**src/rtl/pipe_ctrl_pkg.sv**
```systemverilog
// rtl/pipe_ctrl_pkg.sv - shared types and constants for the pipeline hazard controller
package pipe_ctrl_pkg;

  typedef enum logic {
    RUN = 1'b0,
    MUL = 1'b1
  } state_e;

  localparam logic [31:0] NOP_INSTR      = 32'h0000_0013;
  localparam int          REG_AW_DEFAULT = 5;

endpackage

```
**src/rtl/sat_counter.sv**
```systemverilog
// rtl/sat_counter.sv - saturating up-counter with synchronous active-high reset
module sat_counter #(
  parameter int CNT_W = 16
) (
  input  logic             clk,
  input  logic             rst,
  input  logic             inc,
  output logic [CNT_W-1:0] cnt
);

  logic [CNT_W-1:0] cnt_q;

  always_ff @(posedge clk) begin
    if (rst) begin
      cnt_q <= '0;
    end else if (inc && (cnt_q != '1)) begin
      cnt_q <= cnt_q + 1'b1;
    end
  end

  assign cnt = cnt_q;

endmodule

```
**src/rtl/pipeline_hazard_ctrl.sv**
```systemverilog
// rtl/pipeline_hazard_ctrl.sv - stall/flush sequencer for a 5-stage pipeline
// with a multi-cycle EX multiplier, load-use detection and MEM redirects.
module pipeline_hazard_ctrl
  import pipe_ctrl_pkg::*;
#(
  parameter int MULT_LAT = 2,
  parameter int REG_AW   = REG_AW_DEFAULT,
  parameter int CNT_W    = 16
) (
  input  logic              clk,
  input  logic              rst,
  input  logic [REG_AW-1:0] if_id_rs1,
  input  logic [REG_AW-1:0] if_id_rs2,
  input  logic [REG_AW-1:0] id_ex_rd,
  input  logic              id_ex_memread,
  input  logic              id_ex_is_mult,
  input  logic              mem_redirect,
  output logic              pc_en,
  output logic              if_id_en,
  output logic              id_ex_en,
  output logic              ex_mem_en,
  output logic              mem_wb_en,
  output logic              if_id_flush,
  output logic              id_ex_bubble,
  output logic              ex_mem_bubble,
  output logic              mult_done,
  output logic [CNT_W-1:0]  stall_cnt,
  output logic [CNT_W-1:0]  flush_cnt
);

  localparam int              MCNT_W      = $clog2(MULT_LAT) + 1;
  localparam int              MCNT_INIT_I = (MULT_LAT > 1) ? (MULT_LAT - 2) : 0;
  localparam logic [MCNT_W-1:0] MCNT_INIT = MCNT_W'(MCNT_INIT_I);

  state_e              state_q, state_d;
  logic [MCNT_W-1:0]   mcnt_q, mcnt_d;
  logic                load_use;

  // x0 is hardwired zero, so a load targeting it can never create a dependency.
  assign load_use = id_ex_memread && (id_ex_rd != '0) &&
                    ((id_ex_rd == if_id_rs1) || (id_ex_rd == if_id_rs2));

  always_ff @(posedge clk) begin
    if (rst) begin
      state_q <= RUN;
      mcnt_q  <= '0;
    end else begin
      state_q <= state_d;
      mcnt_q  <= mcnt_d;
    end
  end

  always_comb begin
    state_d       = state_q;
    mcnt_d        = mcnt_q;
    pc_en         = 1'b1;
    if_id_en      = 1'b1;
    id_ex_en      = 1'b1;
    ex_mem_en     = 1'b1;
    mem_wb_en     = 1'b1;
    if_id_flush   = 1'b0;
    id_ex_bubble  = 1'b0;
    ex_mem_bubble = 1'b0;
    mult_done     = 1'b0;

    if (mem_redirect) begin
      // The redirecting branch is older than anything in EX, so a pending multiply is dropped.
      if_id_flush   = 1'b1;
      id_ex_bubble  = 1'b1;
      ex_mem_bubble = 1'b1;
      state_d       = RUN;
      mcnt_d        = '0;
    end else if (state_q == MUL) begin
      if (mcnt_q != '0) begin
        pc_en         = 1'b0;
        if_id_en      = 1'b0;
        id_ex_en      = 1'b0;
        ex_mem_bubble = 1'b1;
        mcnt_d        = mcnt_q - 1'b1;
      end else begin
        mult_done = 1'b1;
        state_d   = RUN;
      end
    end else if (id_ex_is_mult && (MULT_LAT > 1)) begin
      pc_en         = 1'b0;
      if_id_en      = 1'b0;
      id_ex_en      = 1'b0;
      ex_mem_bubble = 1'b1;
      state_d       = MUL;
      mcnt_d        = MCNT_INIT;
    end else begin
      mult_done = id_ex_is_mult;
      if (load_use) begin
        pc_en        = 1'b0;
        if_id_en     = 1'b0;
        id_ex_bubble = 1'b1;
      end
    end

    if (rst) begin
      pc_en         = 1'b0;
      if_id_en      = 1'b0;
      id_ex_en      = 1'b0;
      ex_mem_en     = 1'b0;
      mem_wb_en     = 1'b0;
      if_id_flush   = 1'b0;
      id_ex_bubble  = 1'b0;
      ex_mem_bubble = 1'b0;
      mult_done     = 1'b0;
    end
  end

  // Reset has priority inside the counters, so reset cycles are never counted.
  sat_counter #(.CNT_W(CNT_W)) u_stall_cnt (
    .clk (clk),
    .rst (rst),
    .inc (~pc_en),
    .cnt (stall_cnt)
  );

  sat_counter #(.CNT_W(CNT_W)) u_flush_cnt (
    .clk (clk),
    .rst (rst),
    .inc (mem_redirect),
    .cnt (flush_cnt)
  );

endmodule

```
**config.mk**
```make
export PLATFORM = sky130hd
export DESIGN_NAME = pipeline_hazard_ctrl
export DESIGN_NICKNAME = d
export VERILOG_FILES = /design/src/rtl/pipe_ctrl_pkg.sv /design/src/rtl/sat_counter.sv /design/src/rtl/pipeline_hazard_ctrl.sv
export SDC_FILE = /design/constraint.sdc
export NUM_CORES = 1
export LEC_CHECK = 0
export ABC_CLOCK_PERIOD_IN_PS = 5940
export BUFFER_PORTS_ARGS = -buffer_cell sky130_fd_sc_hd__buf_2
export CAP_MARGIN = 20
export CORE_MARGIN = 4
export CORE_UTILIZATION = 45
export DETAILED_ROUTE_END_ITERATION = 10
export GPL_TIMING_DRIVEN = 0
export PLACE_DENSITY = 0.83
export REMOVE_ABC_BUFFERS = 1
export SYNTH_ARGS = -nofsm -noshare
export SYNTH_HDL_FRONTEND = slang
export SYNTH_SLANG_ARGS = --single-unit
```
**constraint.sdc**
```tcl
create_clock -name clk -period 5.94 [get_ports clk]
set_input_delay 1.188 -clock clk [delete_from_list [all_inputs] [get_ports clk]]
set_output_delay 1.188 -clock clk [all_outputs]
set_load 0.005 [all_outputs]
```
==> results of run 1 <==
-- registers in the layout, indices dropped and copies added, names as in the netlist --
name	count
mcnt_q	2
u_flush_cnt.cnt	16
state_q	1
u_stall_cnt.cnt	16
-- cells by family after synthesis --
| group | count (synthesis) | synth area share, % |
|---|---|---|
| mux | 5 | 2.859 |
| compound gates | 47 | 15.53 |
| flops | 35 | 36.39 |
| simple gates | 107 | 30.41 |
| xor+xnor | 18 | 8.187 |
| fa+ha+maj | 3 | 1.950 |
| buf+inv | 19 | 4.678 |
-- cell type report --
type                       count  area (sq um)  area share (%)
multi-input combinational    180          1140           49.00
sequential                    35         700.7           30.12
clock inverter                 1         5.005          0.2152
clock buffer                   7         76.32           3.281
inverter                       8         30.03           1.291
tap                           50         62.56           2.690
timing repair buffer          61         311.5           13.39
-- through the flow --
| stage | total power, mW | std cells | hold slack [ps] |
|---|---|---|---|
| 2_1_floorplan | 0.2720 | 223 | 470.0 |
| 3_3_place_gp | 0.2953 | 333 | 482.9 |
| 3_5_place_dp | 0.2967 | 334 | 498.3 |
| 4_1_cts | 0.4655 | 342 | 506.1 |
| 5_1_grt | 0.4831 | 342 | 534.5 |
| 6_report | 0.4591 | 342 | 500.5 |
-- worst max path at each step --
stage / slack, ps / to / depth (start not counted)
finish: 1980 / if_id_en / 6
global route: 1850 / if_id_en / 6
CTS: 1980 / if_id_en / 6
detailed placement: 1980 / if_id_en / 6
global placement: 1990 / pc_en / 6
floorplan: 2460 / if_id_en / 4
-- worst register-to-register path: stages, from the launching register on --
cell and delay [ps]:
dfxtp_1 350, inv_1 50, ha_1 220, nand2_1 100
o21ai_0 230, o21a_1 290, o31ai_4 90, inv_2 220
nor4_1 370, mux2_2 380
-- routing by layer --
layer / GRT usage, % / up-vias / share of wire, %
met5: 0 / - / 0
met4: 6.439 / 0 / 1.7
met3: 5.746 / 11 / 6.1
met2: 32.67 / 47 / 49
met1: 21.15 / 884 / 43
li1: - / 970 / -
-- power groups by stage --
stage                     clock [mW]  sequential [mW]  combinational (mW)
final                          0.168            0.243              0.0483
after floorplan                    0            0.247              0.0246
after detailed placement           0            0.248              0.0489
after CTS                      0.174            0.242              0.0490
after global routing           0.185            0.243              0.0548
after global placement             0            0.248              0.0476
-- cells in the final DEF (no fill, tap or decap), types with 5 or more instances in the layout --
cell,synthesis,routed
nor2_1,25,25
nand2_1,12,12
a21oi_1,19,19
nand4_1,7,7
nand3_1,12,12
inv_1,7,7
nor3_1,12,11
xor2_1,12,12
nor2b_1,5,5
xnor2_1,6,6
buf_2,3,60
o31ai_1,8,8
dfxtp_1,35,35
or4_1,9,9
o21ai_0,9,9
clkbuf_8,0,5
==> flow_summary.yaml, run 1 <==
clock_tree:
  ctsResizeCount: 0
  cts.reportedPaths.clkPinSlew_ps: 70
  htreeDepth: 2
  cts_buffer_depth: 2
  cts_tree: "yes"
  numCtsBuffers: 5
  cts_setup_buffers: 0
  cts_hold_buf: 0
  cts_root_buffer: "clkbuf_8"
  clock_latency_ps: 290
  cts.sink_count: 35
detailed_routing:
  antenna_left: 0
  drtIter0Drc: 81
  wirelength_um: 4603
  viasPerCell: 5.591
  drc: 0
  wire_per_inst_um: 13.46
  num_vias: 1912
  first_pass_iters: 4
synth:
  yosysWarnings: 0
  synth_cell_type_count: 40
  yosysMostFrequentCell: "dfxtp_1"
  synth_top_area_share_pct: 36.39
  ys_top_cells_by_count: "dfxtp_1, nor2_1, a21oi_1"
  synth.area.top_cells: "dfxtp_1, xor2_1, a21oi_1"
  syn_area_sq_um: 1926
  async_flop_share_pct: 0
  yosysTopAreaCell: "dfxtp_1"
  synth-seq-cells: 35
  synth_area_per_cell_sq_um: 8.229
  yosys_most_used_dff: "dfxtp_1"
  synth-edff-count: 0
  synth_cells: 234
  seq_area_frac_synth_pct: 36.39
placed_design:
  gp_congestion: 0.8151
  pre_cts_ws_ps: 1978
  hpwl_um: 3381
  io_buffers: 60
  placed_area_sq_um: 2245
floorplanning:
  fp.dieArea_sq_um: 5390
  die_h_um: 73.42
  num_rows: 23
  die_w_um: 73.42
  start_util_pct: 47.46
  core_area_sq_um: 4058
  io_pins: 61
sta:
  tns_ps: 0
  setup_slack_ps: 1983
  setup_viol: 0
  skew_ps: 4.545
  clock.fmax_mhz: 252.7
  slew_violations: 0
  worst_slew_pin_slew_ps: 752.3
  rsz0062_at_grt: "no"
  finalCritPeriodShare_pct: 66.61
  hold_viol_final: 0
  slew_headroom_pct: 49.46
  finalCriticalPeriod_ps: 3957
status:
  status: "complete, no violations"
critical_path:
  cpPeakStageDelay_ps: 530
  startpoint: "id_ex_rd[1]"
  critPathLaunchType: "input port"
  reg2reg_slack_ps: 3540
  crit_type: "input port to primary output"
  required_ps: 4750
  crit_buf_inv: 3
  crit_fanout: 26
  end_kind: "primary output"
  crit_family: "buffers and inverters"
  critical-path-slowest-cell: "or4_1"
  r2r_start: "mcnt_q[0]$_SDFFE_PP0P_"
  crit_arrival_ps: 2770
  crit_path_frequent_cell: "buf_2"
  r2r-end: "u_stall_cnt.cnt[5]$_SDFFE_PP0P_"
  crit_path_cell_trace: "buf_2, or4_1, o21ai_1, o31ai_4, inv_2, buf_2"
  r2r_cells: 9
global_route:
  grt_usage_pct: 18.57
  grt_first_pass_wirelength_um: 7969
  grt_max_degree: 43
  overflow: 0
  grt_pass1_vias: 1884
  antenna_found_initial: 0
worst_hold_path:
  min_path_type: "register to register"
  holdPathEnd: "u_flush_cnt.cnt[9]$_SDFFE_PP0P_"
  hp-start: "u_flush_cnt.cnt[9]$_SDFFE_PP0P_"
  whs_path_depth: 2
final_layout:
  final_nets: 314
  fin_util_pct: 57.32
  diodes: 0
  syn2layout_area_growth_pct: 20.79
  final_cell_area_sq_um: 2326
  fillers: 397
  drive_gt1_share_pct: 27.05
power:
  p_switching_mw: 0.1190
  clock_power_share_pct: 36.6
  p_seq_share_pct: 52.8
  peakVddDrop_mv: 0.1503
  power.internal_mw: 0.3401
  p_comb_share_pct: 10.5
  leakage_nw: 0.9301
  power_density_nw_per_um2: 197.4
  power_switching_share_pct: 25.92
job:
  cap_violations: 0
No activity file was read; power rests on OpenSTA's default activity.
==> run 2, diff against run 1 <==
ABC_AREA = 1   (was not set)
ABC_CLOCK_PERIOD_IN_PS = 3900   (was 5940)
PLACE_DENSITY = 0.82   (was 0.83)
clock period = 3.9 ns   (was 5.94 ns; I/O delays follow)
==> run 2 against run 1 <==
First-iteration DRC count up 70%. Hold slack worse by 38 ps. Wire length up 14%. Global-route usage down 0.76 points. Sequential share of layout area down 3.0 points. Clock skew up 0.74 ps. Sequential cell count unchanged. Critical endpoint is now pc_en. Critical path depth up 1.
==> flow_summary.yaml, run 2 <==
detailed_routing:
  dr_wl_met3_um: 252
  antenna_left: 0
  drc: 0
  wl_met1_um: 2362
  viasPerCell: 5.218
  num_vias: 2301
  top_layer: "met4"
  wirelength_um: 5245
  first_pass_iters: 4
  route.met2.wl_um: 2564
  drtIter0Drc: 138
  wire_per_inst_um: 11.89
synth:
  synth_top_area_share_pct: 32.54
  synthAdderAreaFrac_pct: 1.743
  syn_area_sq_um: 2153
  synth_compound_area_share_pct: 11.45
  synth_simple_gate_area_share_pct: 36.72
  yosysWarnings: 0
  synth.area.top_cells: "dfxtp_1, nand2_1, a21oi_1"
  synth_cells: 331
  synth_cell_type_count: 32
  synth_area_per_cell_sq_um: 6.505
  synth-seq-cells: 35
  yosysMostFrequentCell: "nand2_1"
  synthMuxAreaShare_pct: 0
  ys_top_cells_by_count: "nand2_1, nor2_1, inv_1"
  yosysTopAreaCell: "dfxtp_1"
  synth-edff-count: 0
  synth_top_family_by_area: "simple AND/OR/NAND/NOR gates"
  seq_area_frac_synth_pct: 32.54
  async_flop_share_pct: 0
  synth_xor_area_share_pct: 7.321
  yosys_most_used_dff: "dfxtp_1"
global_route:
  grt_usage_pct: 17.81
  overflow: 0
  grt_pass1_vias: 2115
  grt_first_pass_wirelength_um: 8845
  grt_max_degree: 25
  antenna_found_initial: 0
final_layout:
  layout_common_cells: "nand2_1, buf_2, nor2_1"
  syn2layout_area_growth_pct: 19.87
  final_nets: 411
  fillers: 448
  multi_input_area_sq_um: 1232
  drive_gt1_share_pct: 21.59
  mostFrequentLayoutCell: "nand2_1"
  final_cell_area_sq_um: 2581
  diodes: 0
  layout.area.seq_sq_um: 700.7
  final_cells: 441
power:
  power_density_nw_per_um2: 309.4
  leakage_nw: 1.153
  clock_power_share_pct: 43.1
  power.internal_mw: 0.6010
  p_comb_share_pct: 10.7
  p_seq_share_pct: 46.2
  p_switching_mw: 0.1976
  power_switching_share_pct: 24.74
  power_mw: 0.7986
  peakVddDrop_mv: 0.2002
sta:
  clock.fmax_mhz: 334.5
  rsz0062_at_grt: "no"
  slew_violations: 0
  worst_slew_pin_slew_ps: 836.8
  tns_ps: 0
  setup_viol: 0
  finalCritPeriodShare_pct: 76.64
  skew_ps: 5.282
  whs_ps: 462.9
  finalCriticalPeriod_ps: 2989
  hold_viol_final: 0
  slew_headroom_pct: 44.21
clock_tree:
  cts_tree: "yes"
  cts_root_buffer: "clkbuf_8"
  htreeDepth: 2
  numCtsBuffers: 5
  cts_hold_buf: 0
  clock_latency_ps: 290
  cts.sink_count: 35
  cts_setup_buffers: 0
  cts.reportedPaths.clkPinSlew_ps: 70
  ctsResizeCount: 0
  cts_buffer_depth: 2
placed_design:
  io_buffers: 60
  gp_congestion: 0.8873
  placed_area_sq_um: 2464
  place_inst: 433
  hpwl_um: 3855
critical_path:
  required_ps: 3120
  reg2reg_slack_ps: 1840
  critPathLaunchType: "input port"
  crit_arrival_ps: 2210
  crit_type: "input port to primary output"
  crit_fanout: 24
  end_kind: "primary output"
  r2r-end: "u_stall_cnt.cnt[12]$_SDFFE_PP0P_"
  r2r_cells: 8
  r2r_start: "mcnt_q[0]$_SDFFE_PP0P_"
worst_hold_path:
  min_path_type: "register to register"
  whs_path_depth: 2
  holdPathEnd: "mcnt_q[1]$_SDFFE_PP0P_"
  hp-start: "mcnt_q[1]$_SDFFE_PP0P_"
floorplanning:
  die_w_um: 77.18
  fp.dieArea_sq_um: 5956
  start_util_pct: 47.81
  io_pins: 61
  core_area_sq_um: 4504
  die_h_um: 77.18
  num_rows: 24
status:
  status: "complete, no violations"
job:
  cap_violations: 0
## run 2: cell count changes after synthesis, sizes merged, moves of 5 or more
cell / change
nor2: +14
a21oi: +10
nand3: +7
nand2: +72
or4: -9
nand4: +11
o31ai: -9
nor2b: -5
inv: +36
## run 2: power groups by stage
stage	logic, mW	registers [mW]	clock network (mW)
finish	0.0856	0.369	0.344
global route	0.0959	0.370	0.364
CTS	0.0860	0.369	0.348
detailed placement	0.0856	0.377	0
global placement	0.0832	0.377	0
floorplan	0.0471	0.376	0
## run 2: area by class of cell
cell class,count,area share (%)
inverter,44,6.398
tap,52,2.521
clock buffer,6,3.199
clock inverter,2,1.357
multi-input combinational,242,47.75
sequential,35,27.14
timing repair buffer,60,11.63
## run 2: layer usage
layer  vias up  global-route usage (%)
met5         -                       0
met4         0                   6.050
met3         7                   5.035
met2        55                   32.30
met1      1051                   19.76
li1       1188                       -
## run 2: worst max-delay path by stage
| stage | from | endpoint | slack (ps) |
|---|---|---|---|
| final | rst | pc_en | 910 |
| after global routing | rst | pc_en | 770 |
| after CTS | rst | if_id_en | 910 |
| after detailed placement | rst | if_id_en | 910 |
| after global placement | rst | pc_en | 940 |
| after floorplan | id_ex_rd[4] | if_id_en | 1590 |
## run 2: logic make-up (layout without fill, tap and decap cells)
family / after synthesis / count (layout)
compound gates: 46 / 46
xor+xnor: 18 / 18
buf+inv: 54 / 112
fa+ha+maj: 3 / 3
flops: 35 / 35
simple gates: 175 / 175
## run 2: worst max-delay path, cell delays in order
cell     delay (ps)
buf_2           380
inv_2           250
nand2_1         170
inv_1            60
nand2_2         280
nand2_1         110
buf_2           160
## run 2: stage by stage
stage | util, % | worst slack (ps)
4_1_cts | 57.31 | 910.9
3_3_place_gp | 54.69 | 936.3
2_1_floorplan | - | 1590
6_report | 57.31 | 910.8
3_5_place_dp | 54.69 | 911.4
5_1_grt | 57.31 | 768.3
